`config.mk`:
```
export PLATFORM = sky130hd
export DESIGN_NAME = strum_sequencer
export DESIGN_NICKNAME = d
export VERILOG_FILES = /design/src/rtl/player_pkg.sv /design/src/rtl/strum_timer.sv /design/src/rtl/strum_sequencer.sv
export SDC_FILE = /design/constraint.sdc
export NUM_CORES = 1
export LEC_CHECK = 0
export CAP_MARGIN = 40
export CORE_ASPECT_RATIO = 1.75
export CORE_MARGIN = 2
export CORE_UTILIZATION = 52
export CTS_CLUSTER_SIZE = 25
export DETAILED_ROUTE_END_ITERATION = 6
export PLACE_DENSITY = 0.87
export SLEW_MARGIN = 20
export SYNTH_ARGS = -nofsm -noshare
export SYNTH_HDL_FRONTEND = slang
export SYNTH_SLANG_ARGS = --single-unit
```
`constraint.sdc`:
```
create_clock -name CLK -period 2.8 [get_ports CLK]
set_clock_uncertainty 0.05 [all_clocks]
set_input_delay 0.56 -clock CLK [delete_from_list [all_inputs] [get_ports CLK]]
set_output_delay 0.56 -clock CLK [all_outputs]
set_load 0.01 [all_outputs]
```
`src/rtl/player_pkg.sv`:
```
// Shared types and widths for the guitar-controller player datapath.
package player_pkg;

  localparam int FRET_W  = 5;
  localparam int DROP_W  = 8;
  localparam int TIMER_W = 8;

  typedef enum logic [2:0] {
    ST_IDLE     = 3'd0,
    ST_GATHER   = 3'd1,
    ST_SETTLE   = 3'd2,
    ST_STRUM    = 3'd3,
    ST_RELEASE  = 3'd4,
    ST_COOLDOWN = 3'd5
  } state_t;

  // A strum length of zero frames is meaningless, so it is promoted to one.
  function automatic logic [TIMER_W-1:0] strumLen(input logic [3:0] t);
    return (t == 4'd0) ? TIMER_W'(1) : TIMER_W'(t);
  endfunction

endpackage

```
`src/rtl/strum_timer.sv`:
```
// Loadable down-counter shared by the cycle timer and the FrameTick counter.
module strum_timer
  import player_pkg::*;
(
  input  logic               i_clk,
  input  logic               i_rstN,
  input  logic               i_load,
  input  logic [TIMER_W-1:0] i_loadVal,
  input  logic               i_dec,
  output logic               o_done
);

  logic [TIMER_W-1:0] r_count;

  always_ff @(posedge i_clk) begin
    if (!i_rstN) begin
      r_count <= '0;
    end else if (i_load) begin
      r_count <= i_loadVal;
    end else if (i_dec && (r_count != '0)) begin
      r_count <= r_count - TIMER_W'(1);
    end
  end

  // Expiry is the decrement step that takes the last unit off the count.
  assign o_done = i_dec && (r_count <= TIMER_W'(1));

endmodule

```
`src/rtl/strum_sequencer.sv`:
```
// Turns fret-detector hit pulses into an ordered press/settle/strum/release
// sequence on the controller outputs, buffering one early hit.
module strum_sequencer
  import player_pkg::*;
#(
  parameter int CHORD_WIN = 64,
  parameter int SETTLE    = 16,
  parameter int GAP       = 2
) (
  input  logic              CLK,
  input  logic              RST_N,
  input  logic              Enable,
  input  logic              FrameTick,
  input  logic [FRET_W-1:0] NoteHit,
  input  logic [FRET_W-1:0] NoteHeld,
  input  logic [3:0]        StrumTime,
  output logic [FRET_W-1:0] Frets,
  output logic              Strum,
  output logic              Busy,
  output logic [DROP_W-1:0] Dropped,
  output logic [2:0]        State
);

  state_t              r_state;
  logic [FRET_W-1:0]   r_mask;
  logic                r_strum;
  logic                r_busy;
  logic                r_pendValid;
  logic [FRET_W-1:0]   r_pendMask;
  logic [DROP_W-1:0]   r_dropped;

  logic                w_hit;
  logic                w_capture;
  logic [FRET_W-1:0]   w_heldMask;
  logic                w_timerLoad;
  logic [TIMER_W-1:0]  w_timerLoadVal;
  logic                w_timerDec;
  logic                w_timerDone;

  assign w_hit      = |NoteHit;
  assign w_heldMask = r_mask & NoteHeld;

  // Hits arriving once the chord is closed (including its closing cycle) go to pending.
  assign w_capture = w_hit &&
                     ((r_state == ST_SETTLE) || (r_state == ST_STRUM) ||
                      (r_state == ST_RELEASE) || (r_state == ST_COOLDOWN) ||
                      ((r_state == ST_GATHER) && w_timerDone));

  // Timer reload mirrors the FSM transitions; the strum and cooldown phases count frames.
  always_comb begin
    w_timerLoad    = 1'b0;
    w_timerLoadVal = '0;
    w_timerDec     = 1'b1;
    if ((r_state == ST_STRUM) || (r_state == ST_COOLDOWN)) begin
      w_timerDec = FrameTick;
    end
    if (!Enable) begin
      w_timerLoad = 1'b1;
    end else begin
      case (r_state)
        ST_IDLE: begin
          if (w_hit || r_pendValid) begin
            w_timerLoad    = 1'b1;
            w_timerLoadVal = TIMER_W'(CHORD_WIN);
          end
        end
        ST_GATHER: begin
          if (w_timerDone) begin
            w_timerLoad    = 1'b1;
            w_timerLoadVal = TIMER_W'(SETTLE);
          end
        end
        ST_SETTLE: begin
          if (w_timerDone) begin
            w_timerLoad    = 1'b1;
            w_timerLoadVal = strumLen(StrumTime);
          end
        end
        ST_RELEASE: begin
          if (w_heldMask == '0) begin
            w_timerLoad    = 1'b1;
            w_timerLoadVal = TIMER_W'(GAP);
          end
        end
        default: begin
          w_timerLoad = 1'b0;
        end
      endcase
    end
  end

  strum_timer u_timer (
    .i_clk     (CLK),
    .i_rstN    (RST_N),
    .i_load    (w_timerLoad),
    .i_loadVal (w_timerLoadVal),
    .i_dec     (w_timerDec),
    .o_done    (w_timerDone)
  );

  always_ff @(posedge CLK) begin
    if (!RST_N) begin
      r_state     <= ST_IDLE;
      r_mask      <= '0;
      r_strum     <= 1'b0;
      r_busy      <= 1'b0;
      r_pendValid <= 1'b0;
      r_pendMask  <= '0;
      r_dropped   <= '0;
    end else if (!Enable) begin
      r_state     <= ST_IDLE;
      r_mask      <= '0;
      r_strum     <= 1'b0;
      r_busy      <= 1'b0;
      r_pendValid <= 1'b0;
      r_pendMask  <= '0;
    end else begin
      if (w_capture) begin
        if (!r_pendValid) begin
          r_pendValid <= 1'b1;
          r_pendMask  <= NoteHit;
        end else if (r_dropped != '1) begin
          r_dropped <= r_dropped + DROP_W'(1);
        end
      end
      // r_mask is kept at zero outside GATHER..RELEASE so it can drive Frets directly.
      case (r_state)
        ST_IDLE: begin
          if (w_hit || r_pendValid) begin
            r_mask      <= NoteHit | r_pendMask;
            r_pendValid <= 1'b0;
            r_pendMask  <= '0;
            r_state     <= ST_GATHER;
            r_busy      <= 1'b1;
          end
        end
        ST_GATHER: begin
          if (w_timerDone) begin
            r_state <= ST_SETTLE;
          end else begin
            r_mask <= r_mask | NoteHit;
          end
        end
        ST_SETTLE: begin
          if (w_timerDone) begin
            r_state <= ST_STRUM;
            r_strum <= 1'b1;
          end
        end
        ST_STRUM: begin
          if (w_timerDone) begin
            r_state <= ST_RELEASE;
            r_strum <= 1'b0;
          end
        end
        ST_RELEASE: begin
          r_mask <= w_heldMask;
          if (w_heldMask == '0) begin
            if (GAP == 0) begin
              r_state <= ST_IDLE;
              r_busy  <= 1'b0;
            end else begin
              r_state <= ST_COOLDOWN;
            end
          end
        end
        ST_COOLDOWN: begin
          if (w_timerDone) begin
            r_state <= ST_IDLE;
            r_busy  <= 1'b0;
          end
        end
        default: begin
          r_state <= ST_IDLE;
          r_mask  <= '0;
          r_strum <= 1'b0;
          r_busy  <= 1'b0;
        end
      endcase
    end
  end

  assign Frets   = r_mask;
  assign Strum   = r_strum;
  assign Busy    = r_busy;
  assign Dropped = r_dropped;
  assign State   = r_state;

endmodule

```
==> results.json <==
{
  "post-route-cell-area_um2": 2450,
  "critPathRequiredTime_ps": 2930,
  "numCtsBuffers": 5,
  "via_per_inst": 6.16,
  "post-dp-hpwl_um": 3670,
  "cp_slowest_cell": "or3_1",
  "start_util": 0.538,
  "cts_max_level": 2,
  "p_per_area_nw_per_um2": 463,
  "final_cells": 311,
  "crit_type": "flop to flop",
  "cp_num_buf_inv": 1,
  "synth_nets": 246,
  "cts_resized": 0,
  "r2r-end": "u_timer.r_count[0]$_SDFFE_PN0P_",
  "yosys.cell_types.count": 56,
  "worstSetupStartpointType": "flop",
  "slew_headroom": 0.684,
  "hold_end": "Dropped[1]$_SDFFE_PN0P_",
  "total_power_uw": 1130,
  "combPwrFrac": 0.268,
  "crit_family": "simple AND/OR/NAND/NOR gates",
  "yosys.area.top_type": "dfxtp_1",
  "yosysWarnings": 0,
  "firstDrtPassIters": 4,
  "grt_pass1_wl_um": 7980,
  "grt_pass1_vias": 1766,
  "drive_gt1_frac": 0.106,
  "root_buffer": "clkbuf_8",
  "slew_viol_final": 0,
  "wl_per_cell_um": 15.4,
  "finalCritPeriodShare": 0.828,
  "cts.sinks": 32,
  "crit_chain": "inv_1 -> ha_1 -> or2_2 -> o2111ai_1 -> nand2b_4 -> or3_1 -> o221a_1",
  "io_pins": 36,
  "synth_edf_count": 0,
  "drc_errors": 0,
  "synth-seq-cells": 32,
  "avgSynthCellArea_um2": 8.67,
  "intPower_uw": 778,
  "overflow": 0,
  "cpPeakStageDelay_ps": 440,
  "nets": 286,
  "grt_antenna_before_repair": 0,
  "vias": 1916,
  "r2r-start": "u_timer.r_count[0]$_SDFFE_PN0P_",
  "switching_share": 0.314,
  "num_rows": 29,
  "cts_setup_buffers": 0,
  "finalHoldViolCount": 0,
  "pre_cts_slack_ps": 234,
  "die_h_um": 85.0,
  "setup_slack_ps": 482,
  "clkLatencyLatePin_ps": 290,
  "dieArea_um2": 4280,
  "gr-usage-all-layers": 0.240,
  "wl_um": 4800,
  "cp.arrival_ps": 2450,
  "yosys-top-cells-area": "dfxtp_1 33%, mux2i_1 4.1%, a21oi_1 3.6%, nand2_1 3.5%, nand3_1 3.1%",
  "synth_area_um2": 1950,
  "setup_violations": 0,
  "drv_cap": 0,
  "diodes": 0,
  "r2r_cells": 7,
  "fp.dieW_um": 50.3,
  "syn2layout_area_growth_pct": 25.5,
  "routabilityCongestion": 0.938,
  "setup.worst_path.end_class": "flop",
  "power_frac_clock": 0.296,
  "clk_path_buf_depth": 2,
  "fmax_ghz": 0.431,
  "r2r_setup_slack_ps": 480,
  "synth_top_area_share": 0.328,
  "ys.flop_type": "dfxtp_1",
  "dpl_cell_area_um2": 2370,
  "core_area_um2": 3630,
  "grt_max_degree": 21,
  "cts_tree": "done",
  "place_inst": 304,
  "fin_crit_ps": 2320,
  "vdd_drop_max_mv": 0.507,
  "tns_ps": 0,
  "hold_path.class": "flop to flop",
  "synthCells": 225,
  "drtAntennaViolNets": 0,
  "numPortBuffers": 35,
  "tightest_slew_ps": 471,
  "hold_depth": 2,
  "share_seq_of_total_power": 0.437,
  "p_leak_uw": 0.000854,
  "worstHoldStart": "Dropped[1]$_SDFFE_PN0P_",
  "outcome": "finished clean",
  "switchingPower_uw": 357,
  "drtIter0Drc": 81,
  "postSynth.asyncResetShare": 0,
  "yosysSeqAreaShare": 0.328,
  "clk_pin_slew_ps": 60,
  "cp_max_fo": 11,
  "grt_setup_unrepaired": "no",
  "postCtsHoldBufs": 0
}
-- synthesized netlist by cell type, drive strengths merged (2+ instances only) --
cell,number
dfxtp,32
nand2,18
nor2,15
a21oi,14
nand3,12
o21ai,9
mux2i,8
nor3,8
inv,7
and3,6
clkbuf,6
nand2b,5
nand4,5
nor4,5
o2bb2ai,5
xnor2,5
and2,4
buf,4
nor3b,4
o211ai,4
o221a,4
or2,4
a22oi,3
a311oi,3
a31oi,3
ha,3
nor2b,3
o32a,3
a211oi,2
a2bb2oi,2
and4,2
o2111ai,2
o22ai,2
-- kinds of logic after synthesis --
family          after synthesis  share of synthesized area
mux                           8                     0.0411
flops                        32                      0.328
xor+xnor                      6                     0.0269
compound gates               65                      0.257
buf+inv                      17                     0.0378
fa+ha+maj                     3                     0.0192
simple gates                 94                      0.290
-- final cells by class --
type	count	area [um^2]
clock buffers	6	72.6
clock inverters	1	5.00
fillers	308	1180
inverters	7	26.3
multi-input cells	176	1240
flip-flops and latches	32	641
well taps	46	57.6
repair buffers	43	410
-- tightest hold or removal path, delay by kind of cell (launching register included) --
kind,cells,cell delay [ps]
DFF,1,330
AOI/OAI and AO/OA,1,60
and+or+nand+nor,1,60
-- state kept, by name, summed over array words and instances (netlist names) --
signal and count:
Dropped 8, r_pendValid 1, u_timer.r_count 8, Strum 1, r_pendMask 5, Busy 1
State 3, Frets 5
-- power by group through the flow --
| stage | Sequential [uW] | Clock [uW] | Combinational, uW |
|---|---|---|---|
| after floorplan | 506 | 0 | 210 |
| after global placement | 505 | 0 | 294 |
| after detailed placement | 505 | 0 | 298 |
| after CTS | 495 | 337 | 301 |
| after global routing | 498 | 360 | 333 |
| final | 496 | 335 | 304 |
-- stage by stage --
stage	utilization	hold slack, ps
2_1_floorplan	-	411
3_3_place_gp	0.653	428
3_5_place_dp	0.653	442
4_1_cts	0.675	451
5_1_grt	0.675	466
6_report	0.675	446
-- routing by layer --
| metal | vias to the layer above | GRT usage | wire (um) |
|---|---|---|---|
| met5 | - | 0 | 0 |
| met1 | 920 | 0.270 | 1910 |
| li1 | 938 | - | - |
| met2 | 51 | 0.421 | 2630 |
| met4 | 0 | 0.118 | 80 |
| met3 | 7 | 0.0458 | 174 |
-- worst max path at each step --
stage | startpoint | end | slack [ps] | cells past startpoint
after floorplan | u_timer.r_count[0]$_SDFFE_PN0P_ | u_timer.r_count[2]$_SDFFE_PN0P_ | 730 | 8
after global placement | NoteHit[3] | u_timer.r_count[0]$_SDFFE_PN0P_ | 290 | 6
after detailed placement | NoteHit[3] | u_timer.r_count[0]$_SDFFE_PN0P_ | 230 | 6
after CTS | u_timer.r_count[0]$_SDFFE_PN0P_ | u_timer.r_count[0]$_SDFFE_PN0P_ | 490 | 7
after global routing | u_timer.r_count[0]$_SDFFE_PN0P_ | u_timer.r_count[0]$_SDFFE_PN0P_ | 320 | 7
final | u_timer.r_count[0]$_SDFFE_PN0P_ | u_timer.r_count[0]$_SDFFE_PN0P_ | 480 | 7
-- cells in the final DEF, fill, tap and decap left out, types with 6 or more instances in the layout --
cell / n
and3_1: 6
mux2i_1: 8
a21oi_1: 14
clkdlybuf4s50_1: 35
dfxtp_1: 32
nand3_1: 12
buf_4: 8
nor2_1: 15
nand2_1: 18
o21ai_0: 7
inv_1: 7
(Power assumes the default switching activity.)
